[config.mk]
export PLATFORM = sky130hd
export DESIGN_NAME = input_port
export DESIGN_NICKNAME = d
export VERILOG_FILES = /design/src/rtl/input_port.sv
export SDC_FILE = /design/constraint.sdc
export NUM_CORES = 1
export LEC_CHECK = 0
export CAP_MARGIN = 20
export CELL_PAD_IN_SITES_DETAIL_PLACEMENT = 0
export CELL_PAD_IN_SITES_GLOBAL_PLACEMENT = 1
export CORE_MARGIN = 5
export CORE_UTILIZATION = 46
export CTS_CLUSTER_DIAMETER = 120
export DETAILED_ROUTE_END_ITERATION = 12
export PLACE_DENSITY = 0.91
export SYNTH_ARGS = -nofsm -noshare
export SYNTH_HDL_FRONTEND = slang
export SYNTH_SLANG_ARGS = --single-unit
[constraint.sdc]
create_clock -name i_clock -period 11.1 [get_ports i_clock]
set_input_delay 1.665 -clock i_clock [delete_from_list [all_inputs] [get_ports i_clock]]
set_output_delay 1.665 -clock i_clock [all_outputs]
set_load 0.02 [all_outputs]
[src/rtl/input_port.sv]
// Debounced input port: synchronizes and debounces WIDTH pins (KEY[1:0] +
// SW[3:0] by default) and exposes them on a small memory-mapped window
// with change-capture flags, an interrupt mask and a level interrupt.
//   +0 STATE  RO    debounced pin levels
//   +4 EDGE   R/W1C per-bit "level changed" flags
//   +8 MASK   RW    per-bit interrupt enable
module input_port #(
  parameter int          WIDTH           = 6,
  parameter logic [31:0] BASE_ADDR       = 32'h0000_0210,
  parameter int          DEBOUNCE_CYCLES = 500000
) (
  input  logic             i_clock,
  input  logic             i_reset,
  input  logic [WIDTH-1:0] i_pins,
  input  logic [31:0]      i_addr,
  input  logic             i_we,
  input  logic             i_re,
  input  logic [31:0]      i_wdata,
  output logic [31:0]      o_rdata,
  output logic             o_rvalid,
  output logic             o_irq
);

  // Counter only has to reach DEBOUNCE_CYCLES-1, so it can never wrap.
  localparam int            CW         = $clog2(DEBOUNCE_CYCLES);
  localparam logic [CW-1:0] CNT_MAX    = CW'(DEBOUNCE_CYCLES - 1);
  localparam logic [29:0]   WORD_STATE = BASE_ADDR[31:2];
  localparam logic [29:0]   WORD_EDGE  = BASE_ADDR[31:2] + 30'd1;
  localparam logic [29:0]   WORD_MASK  = BASE_ADDR[31:2] + 30'd2;

  logic [WIDTH-1:0] sync_q0;
  logic [WIDTH-1:0] sync_q1;
  logic [WIDTH-1:0] stable_q;
  logic [CW-1:0]    cnt_q [WIDTH];
  logic [WIDTH-1:0] load;
  logic [WIDTH-1:0] edge_q;
  logic [WIDTH-1:0] mask_q;
  logic [WIDTH-1:0] w1c;
  logic [29:0]      word;
  logic             hit_state;
  logic             hit_edge;
  logic             hit_mask;
  logic             hit_any;
  logic [31:0]      rd_word;
  logic             unused_bits;

  // Byte-lane bits and bus bits above WIDTH carry no meaning for this block.
  assign unused_bits = ^{i_addr[1:0], i_wdata[31:WIDTH]};

  assign word      = i_addr[31:2];
  assign hit_state = (word == WORD_STATE);
  assign hit_edge  = (word == WORD_EDGE);
  assign hit_mask  = (word == WORD_MASK);
  assign hit_any   = hit_state | hit_edge | hit_mask;

  // Two-flop synchronizer on every raw pin to tame metastability.
  always_ff @(posedge i_clock or posedge i_reset) begin
    if (i_reset) begin
      sync_q0 <= '0;
      sync_q1 <= '0;
    end else begin
      sync_q0 <= i_pins;
      sync_q1 <= sync_q0;
    end
  end

  // A bit is accepted once its synchronized level has differed from the
  // stable level for DEBOUNCE_CYCLES consecutive cycles.
  always_comb begin
    load = '0;
    for (int i = 0; i < WIDTH; i++) begin
      load[i] = (sync_q1[i] != stable_q[i]) && (cnt_q[i] == CNT_MAX);
    end
  end

  // Per-bit debounce counters and the accepted (stable) levels.
  always_ff @(posedge i_clock or posedge i_reset) begin
    if (i_reset) begin
      stable_q <= '0;
      for (int i = 0; i < WIDTH; i++) begin
        cnt_q[i] <= '0;
      end
    end else begin
      for (int i = 0; i < WIDTH; i++) begin
        if (sync_q1[i] == stable_q[i]) begin
          cnt_q[i] <= '0;
        end else if (load[i]) begin
          stable_q[i] <= sync_q1[i];
          cnt_q[i]    <= '0;
        end else begin
          cnt_q[i] <= cnt_q[i] + CW'(1);
        end
      end
    end
  end

  assign w1c = (i_we && hit_edge) ? i_wdata[WIDTH-1:0] : '0;

  // Change flags: a newly accepted level sets its bit and beats a same-cycle clear.
  always_ff @(posedge i_clock or posedge i_reset) begin
    if (i_reset) begin
      edge_q <= '0;
    end else begin
      edge_q <= (edge_q & ~w1c) | load;
    end
  end

  // Interrupt enable register.
  always_ff @(posedge i_clock or posedge i_reset) begin
    if (i_reset) begin
      mask_q <= '0;
    end else if (i_we && hit_mask) begin
      mask_q <= i_wdata[WIDTH-1:0];
    end
  end

  // Read mux over the current (pre-update) register values.
  always_comb begin
    rd_word = '0;
    if (hit_state) begin
      rd_word = 32'(stable_q);
    end else if (hit_edge) begin
      rd_word = 32'(edge_q);
    end else if (hit_mask) begin
      rd_word = 32'(mask_q);
    end
  end

  // Registered read response, one cycle after the strobe.
  always_ff @(posedge i_clock or posedge i_reset) begin
    if (i_reset) begin
      o_rdata  <= '0;
      o_rvalid <= 1'b0;
    end else begin
      o_rvalid <= i_re && hit_any;
      o_rdata  <= (i_re && hit_any) ? rd_word : 32'h0;
    end
  end

  // Level interrupt from last cycle's flags and enables.
  always_ff @(posedge i_clock or posedge i_reset) begin
    if (i_reset) begin
      o_irq <= 1'b0;
    end else begin
      o_irq <= |(edge_q & mask_q);
    end
  end

endmodule

# Yosys cells after proc, flatten, opt, wreduce, memory -nomap -nowiden
# Index checks and enable logic that the tools add are counted.
[word_totals]
ff_bits = 178
inputBits = 74
output_inout_bits = 34
word_cells = 91
[classes]
addsub = 6
eq_ne = 21
mux = 17
n_bitwise = 12
reduce_logical = 16
[op_table]
columns = ["cell", "count"]
rows = [
  ["19-bit two-way mux", 12],
  ["19-bit by 1-bit adder with 19-bit output, second input constant", 6],
  ["19-bit == test, second input constant", 6],
  ["30-bit by 8-bit == test with 1-bit output, second input constant", 3],
  ["32-bit two-way mux", 1],
  ["6-bit two-way mux", 4],
  ["6-bit AND", 2],
  ["2-bit AND reduction", 6],
  ["1-bit logical AND", 9],
  ["1-bit == test", 6],
  ["1-bit != test", 6],
  ["1-bit inverter", 6],
  ["6-bit inverter", 1],
  ["6-bit OR", 1],
  ["6-bit OR reduction", 1],
  ["1-bit OR", 2],
]

# Longest topological paths before layout
[depth]
ltp_word = 6
ltp_mapped = 6
depth_no_buf = 5

# Worst setup path after synthesis
# No wires, ideal clock.
[synth_path]
kind = "in2reg"
from = "input i_addr[27]"
to = "register mask_q[0]"
setup_ns = 0.125
t_arrival_ns = 2.871
t_required_ns = 10.975
slack_ns = 8.104
path_stages = 4
n_path_buf = 0
path_cell_list = "nor4_1 nand3_1 nor3_4 mux2_2"
[synth_via]
elab_chain_len = 2
[synth_lines]
columns = ["item", "line_no", "source"]
rows = [
  ["start: declaration", "15", "input logic [31:0] i_addr,"],
  ["30-bit by 8-bit == test with 1-bit output", "53", "assign hit_mask = (word == WORD_MASK);"],
  ["1-bit logical AND", "112", "end else if (i_we && hit_mask) begin"],
  ["end signal: assignment", "113", "mask_q <= i_wdata[WIDTH-1:0];"],
  ["end: declaration", "37", "logic [WIDTH-1:0] mask_q;"],
]
# Every way passes these cells.
# A chain may end at the register's enable or synchronous reset.

# Worst setup path after layout
[layout_path]
from = "input i_addr[27]"
to = "register mask_q[3]"
# The elaborated chain is that of the path after synthesis.

==> flow_metrics.env <==
export IMPL_cts_buffers=17
export IMPL_vias=5546
export IMPL_clk_pin_slew_ns=0.06
export IMPL_synthAdderAreaFrac_pct=0.983
export IMPL_fmax_ghz=0.294
export IMPL_port_buffers=53
export IMPL_ys_ff_latch=152
export IMPL_synth_top_family_by_area="simple AND/OR/NAND/NOR gates"
export IMPL_power_density_mw_per_mm2=139
export IMPL_hp_class="reg2reg"
export IMPL_synth_simple_area_share_pct=24.7
export IMPL_postCtsSetupBuffers=0
export IMPL_cts_root_buf="clkbuf_16"
export IMPL_synth_cell_types=48
export IMPL_ant_nets=0
export IMPL_layout_worst_path_cycle_share_pct=30.6
export IMPL_fp_dieArea_mm2=0.0193
export IMPL_cp_max_fo=6
export IMPL_dpl_cell_count=1016
export IMPL_htreeDepth=4
export IMPL_design_core_area_mm2=0.0165
export IMPL_crit_type="in2reg"
export IMPL_ys_warn_count=0
export IMPL_grt_pass1_wl_mm=26.3
export IMPL_post_place_ws_ns=7.25
export IMPL_grt_pass1_vias=5270
export IMPL_seq_area_frac_synth_pct=49.8
export IMPL_place_area_mm2=0.00824
export IMPL_async_flop_share_pct=100
export IMPL_wl_per_cell_um=14.7
export IMPL_ys_flop_type="dfrtp_1"
export IMPL_clk_latency_ns=0.41
export IMPL_die_w_um=139
export IMPL_synth_edf_count=0
export IMPL_synth_xor_xnor_area_share_pct=10.4
export IMPL_ios=108
export IMPL_die_height_um=139
export IMPL_final_cell_area_mm2=0.00885
export IMPL_drc=0
export IMPL_first_pass_iters=6
export IMPL_vias_per_cell=5.29
export IMPL_maxSlewHeadroom_pct=35.7
export IMPL_synth_compound_area_share_pct=5.41
export IMPL_min_period_ns=3.40
export IMPL_grt_overflow=0
export IMPL_ir_drop_v=0.000121
export IMPL_syn_area_per_cell_um2=10.0
export IMPL_start_kind="input port"
export IMPL_instances_no_fill=1048
export IMPL_cts_num_sinks=152
export IMPL_final_layout_size_suffix_gt1_share_pct=8.82
export IMPL_final_nets=895
export IMPL_cts_resized=0
export IMPL_drtIter0Drc=406
export IMPL_finalSetupViolCount=0
export IMPL_area_delta_synth_final_pct=15.9
export IMPL_endpoint_kind="register"
export IMPL_cts_tree="done"
export IMPL_antenna_found_initial=0
export IMPL_hold_violations=0
export IMPL_cp_arrival_ns=3.70
export IMPL_slew_viol_final=0
export IMPL_required_ns=11.40
export IMPL_skew_ns=0.00733
export IMPL_initial_core_util_pct=46.4
export IMPL_dp_hpwl_mm=10.5
export IMPL_grt_max_degree=79
export IMPL_drv_cap=0
export IMPL_tightest_slew_ns=0.965
export IMPL_power_leakage_nw=3.57
export IMPL_setup_tns_ns=0
export IMPL_syn_area_mm2=0.00764
export IMPL_fp_row_count=47
export IMPL_outcome="finished clean"
export IMPL_syn_inst=763
export IMPL_rsz0062_at_grt="no"
export IMPL_grtUsageTotal_pct=16.3
export IMPL_gp_congestion=0.802
export IMPL_wl_mm=15.4
export IMPL_cts_buffer_depth=2
export IMPL_fin_util_pct=53.8
export IMPL_diodes=0
export IMPL_cts_hold_buf=0
export IMPL_muxShareOfSynthArea_pct=3.21
export IMPL_worst_slack_ns=7.70
## logic make-up (layout without fill, tap and decap cells)
logic type | after synthesis | count (layout)
adder cells (fa/ha/maj) | 6 | 6
AND/OR/NAND/NOR | 355 | 355
AO/OA/AOI/OAI | 62 | 62
XOR/XNOR | 91 | 91
other | 1 | 26
multiplexers | 23 | 23
flip-flops | 152 | 152
buffers and inverters | 73 | 113
## synth_stat cells, types with 3 or more instances
cell type | n | area share, %
ha_1 | 6 | 0.98
mux2_2 | 12 | 1.8
nand3_1 | 38 | 2.5
dfrtp_1 | 152 | 50
inv_1 | 26 | 1.3
nor4_1 | 31 | 2.5
nor2_1 | 122 | 6.0
or3_1 | 11 | 0.90
o21ai_0 | 10 | 0.66
a22oi_1 | 3 | 0.29
nand4_1 | 38 | 3.1
clkbuf_1 | 3 | 0.15
o31ai_1 | 4 | 0.39
or2_2 | 6 | 0.49
nor4b_1 | 10 | 1.1
o32ai_1 | 6 | 0.69
buf_4 | 29 | 2.9
xor2_1 | 31 | 3.6
o21bai_2 | 3 | 0.44
nand2_1 | 41 | 2.0
nor2b_1 | 3 | 0.25
or2_1 | 5 | 0.41
nor3_1 | 23 | 1.5
a21o_1 | 7 | 0.69
xnor2_1 | 60 | 6.9
nand4_2 | 4 | 0.66
a31o_2 | 3 | 0.34
buf_2 | 12 | 0.79
and4_1 | 6 | 0.69
mux2i_1 | 11 | 1.4
a21oi_1 | 21 | 1.4
## report_power, final
part / internal, W / switching, W / total (W)
Sequential: 0.000562 / 0.00000824 / 0.000570
Clock: 0.000377 / 0.000221 / 0.000598
Combinational: 0.0000237 / 0.0000370 / 0.0000607
## worst max-delay path, cell delays in order
cell	delay, ns
clkdlybuf4s50_1	0.40
nor4_1	0.63
nand3_1	0.25
nor3_4	0.37
mux2_2	0.38
## metrics by stage
| step | hold slack (ns) | total power (W) |
|---|---|---|
| finish | 0.358 | 0.00123 |
| detailed placement | 0.344 | 0.000641 |
| floorplan | 0.331 | 0.000622 |
| global route | 0.369 | 0.00127 |
| CTS | 0.363 | 0.00124 |
| global placement | 0.338 | 0.000640 |
## sequential cells by signal, summed over array words and instances, names as in the netlist
name / flops
cnt_q: 114
edge_q: 6
mask_q: 6
o_rdata: 6
stable_q: 6
sync_q0: 6
sync_q1: 6
o_irq: 1
o_rvalid: 1
## layout by cell type (no fill, tap or decap), types with 5 or more instances in the layout
cell / Yosys / final
nand3_1: 38 / 38
dfrtp_1: 152 / 152
xnor2_1: 60 / 60
mux2i_1: 11 / 11
clkdlybuf4s50_1: 0 / 53
a21o_1: 7 / 7
o32ai_1: 6 / 6
mux2_2: 12 / 12
inv_1: 26 / 25
conb_1: 1 / 26
or3_1: 11 / 11
nor2_1: 122 / 122
ha_1: 6 / 6
nor4_1: 31 / 31
nand2_1: 41 / 41
o21ai_0: 10 / 10
or2_1: 5 / 5
nor4b_1: 10 / 10
nor3_1: 23 / 23
nand4_1: 38 / 38
or2_2: 6 / 6
a21oi_1: 21 / 21
xor2_1: 31 / 31
and4_1: 6 / 6
clkbuf_16: 0 / 17
## per-layer routing
layer	vias to the layer above	global-route usage (%)	routed length, µm
li1	2724	-	-
met1	2712	23.4	7240
met2	99	25.2	7370
met3	11	4.10	598
met4	0	3.86	158
met5	-	0	0
## final cells by class
cell class                 instances  area [µm²]
fill                            1465        7610
sequential                       152        3800
multi-input combinational        563        3510
timing repair buffer              55         546
clock buffer                      25         495
tap                              220         275
clock inverter                     7         115
inverter                          26         103
## worst paths after layout
path / start / endpoint / slack [ns] / depth (start not counted)
setup / recovery: i_addr[27] / mask_q[3] / 7.70 / 5
min in group asynchronous: i_reset / cnt_q[113] / 1.71 / 2
setup reg to reg: cnt_q[0] / cnt_q[3] / 9.06 / 5
hold reg to reg: sync_q0[3] / sync_q1[3] / 0.36 / 0
max in group asynchronous: i_reset / cnt_q[47] / 7.97 / 3
hold / removal: sync_q0[3] / sync_q1[3] / 0.36 / 0
(Power assumes the default switching activity.)
==> edit: new RTL, config.mk and constraints unchanged <==
The parameter `WIDTH` goes from 6 to 12.
--- a/src/rtl/input_port.sv
+++ b/src/rtl/input_port.sv
@@ -5,7 +5,7 @@
 //   +4 EDGE   R/W1C per-bit "level changed" flags
 //   +8 MASK   RW    per-bit interrupt enable
 module input_port #(
-  parameter int          WIDTH           = 6,
+  parameter int          WIDTH           = 12,
   parameter logic [31:0] BASE_ADDR       = 32'h0000_0210,
   parameter int          DEBOUNCE_CYCLES = 500000
 ) (
Ports: changed (resized i_pins); port bits go from 108 to 114. The function was not compared with the original's and may differ.
==> edit against the original RTL <==
Clock power increased by 92%; sequential share of layout area grew 2.1 points; sequential power up 98%; hold slack got worse by 9.7 ps; routed wire length rose by 97%; synthesized area rose by 90%; final area increased by 89%; worst setup slack lost 1300 ps; sequential cell count grew 150; power rose by 94%.
==> edit: results (changes against the original RTL) <==
| Metric | Value |
|---|---|
| Total GRT Usage | `17.2% (+0.83 points)` |
| Top cells by count, synth | `dfrtp_1 (302), nor2_1 (211), xor2_1 (85)` |
| Via count | `10800 (+94%)` |
| Multiplexer share of the synthesized area | `2.69% (-0.52 points)` |
| Post-Synth XOR/XNOR Area | `9.60% (-0.84 points)` |
| Leak | `6.79 nW (+90%)` |
| Min-delay worst type | `register to register` |
| #MultiIn Comb | `1057 (+88%)` |
| CTS Root Cell | `clkbuf_16` |
| Syn_area_per_cell | `10.1 µm² (+1.2%)` |
| Clk_skew | `14.8 ps (+7.44 ps)` |
| Share of cells above drive strength 1 | `7.51% (-1.3 points)` |
| DR WL/cell | `15.7 µm (+6.9%)` |
| YS warnings | `0 (unchanged)` |
| # diodes | `0 (unchanged)` |
| Synth area leaders | `dfrtp_1 (52%), nor2_1 (5.5%), xor2_1 (5.1%)` |
| DR pass1 iterations | `7 (+1)` |
| Synth Register Bits | `302 (+99%)` |
| Dpl cells | `1872 (+84%)` |
| Inverters | `28 (+7.7%)` |
| Post-synthesis adder-cell area fraction | `1.03% (+0.052 points)` |
| Async SR Flop Fraction | `100% (unchanged)` |
| Peak supply drop | `0.0891 mV (-26%)` |
| Signal buffers | `84 (+53%)` |
| Initial antenna violation count | `0 (unchanged)` |
| Max-slew headroom | `29.9% (-5.8 points)` |
| CP peak stage delay | `1080 ps (+450 ps)` |
| Longest Clk Path Bufs | `3 (+1)` |
| Sequential fraction of the synthesis area | `52.1% (+2.3 points)` |
| Final Net Count | `1599 (+79%)` |
| Status | `completed` |
| Fin Setup TNS | `0 ps (unchanged)` |
| IO Port Bufs | `71 (+34%)` |
| Clock transition at the registers of the reported paths | `60 ps (about the same)` |
| DRT iter0 DRCs | `577 (+42%)` |
| Clkbuf count | `47 (+88%)` |
| Clock network area share | `6.93% (+0.033 points)` |
| # fillers | `2744 (+87%)` |
| GP Congestion | `0.806 (+0.46%)` |
| Cts bufs inserted | `34 (+17)` |
| Max H-tree Level | `2 (-2)` |
| DP HPWL | `20500 µm (+95%)` |
| CP arrival | `5070 ps (+1370 ps)` |
| Layout non-clock buf frac | `4.96% (-1.2 points)` |
| Family with the most delay on the worst path | `simple AND/OR/NAND/NOR gates` |
| CP Max Fanout | `26 (+20)` |
| Post-CTS Setup Repair Bufs | `0 (unchanged)` |
| FF/Latch Area | `7560 µm² (+99%)` |
| Register bank with the most flops | `cnt_q` |
| Largest net degree at the start of global routing | `120 (+52%)` |
| Vias in the first global route | `10600 (+100%)` |
| Compound-gate portion of the synthesized area | `6.84% (+1.4 points)` |
| Critical Path Slowest Stage Cell | `clkdlybuf4s50_1` |
| PostCTS Resize Cnt | `0 (unchanged)` |
| First-pass GRT wire length | `51700 µm (+97%)` |
| Worst skew pair latency | `510 ps (+100 ps)` |
| Fraction of area in multi-input gates | `39.4% (-0.33 points)` |
| Synth unique cells | `57 (+19%)` |
| Vias per cell | `5.57 (+5.2%)` |
| Max reg flops | `228 (+100%)` |
[edit: cell count changes in the layout (fill, tap and decap cells not counted), sizes merged, moves of 24 or more]
cell	change
nand3	+38
nor2	+89
nand2	+39
xor2	+54
o21ai	+28
or3	+31
or4	+24
nand4	+24
dfrtp	+150
a21oi	+46
[edit: routing by layer]
metal / share of wire [%] / global-route usage, % / vias to the layer above
li1: - / - / 5244
met1: 47 / 23.8 / 5291
met2: 47 / 28.0 / 172
met3: 3.4 / 2.70 / 52
met4: 2.5 / 5.14 / 0
met5: 0 / 0 / -
[edit: final timing paths]
| check | startpoint | endpoint | slack [ps] | cells past startpoint |
|---|---|---|---|---|
| setup / recovery | i_addr[3] | mask_q[4]$_DFFE_PP0P_ | 6410 | 5 |
| setup reg to reg | cnt_q[133]$_DFF_PP0_ | cnt_q[150]$_DFF_PP0_ | 8780 | 6 |
| hold reg to reg | sync_q0[4]$_DFF_PP0_ | sync_q1[4]$_DFF_PP0_ | 350 | 0 |
| max in group asynchronous | i_reset | cnt_q[24]$_DFF_PP0_ | 7660 | 5 |
| min in group asynchronous | i_reset | cnt_q[134]$_DFF_PP0_ | 1740 | 2 |
| hold / removal | sync_q0[4]$_DFF_PP0_ | sync_q1[4]$_DFF_PP0_ | 350 | 0 |
[edit: through the flow]
step                      cell area [µm²]  total power, W  worst slack [ps]
final                               16800         0.00239              6410
after global routing                16800         0.00248              6220
after CTS                           16700         0.00242              6480
after detailed placement            15600         0.00125              5990
after global placement              15600         0.00125              6040
after floorplan                     14600         0.00121              1090
[edit: report_power, final]
group / switching [W] / leakage [nW] / internal [W]
clock: 0.000436 / 0.576 / 0.000717
combinational: 0.0000646 / 2.10 / 0.0000373
sequential: 0.0000148 / 4.11 / 0.00112
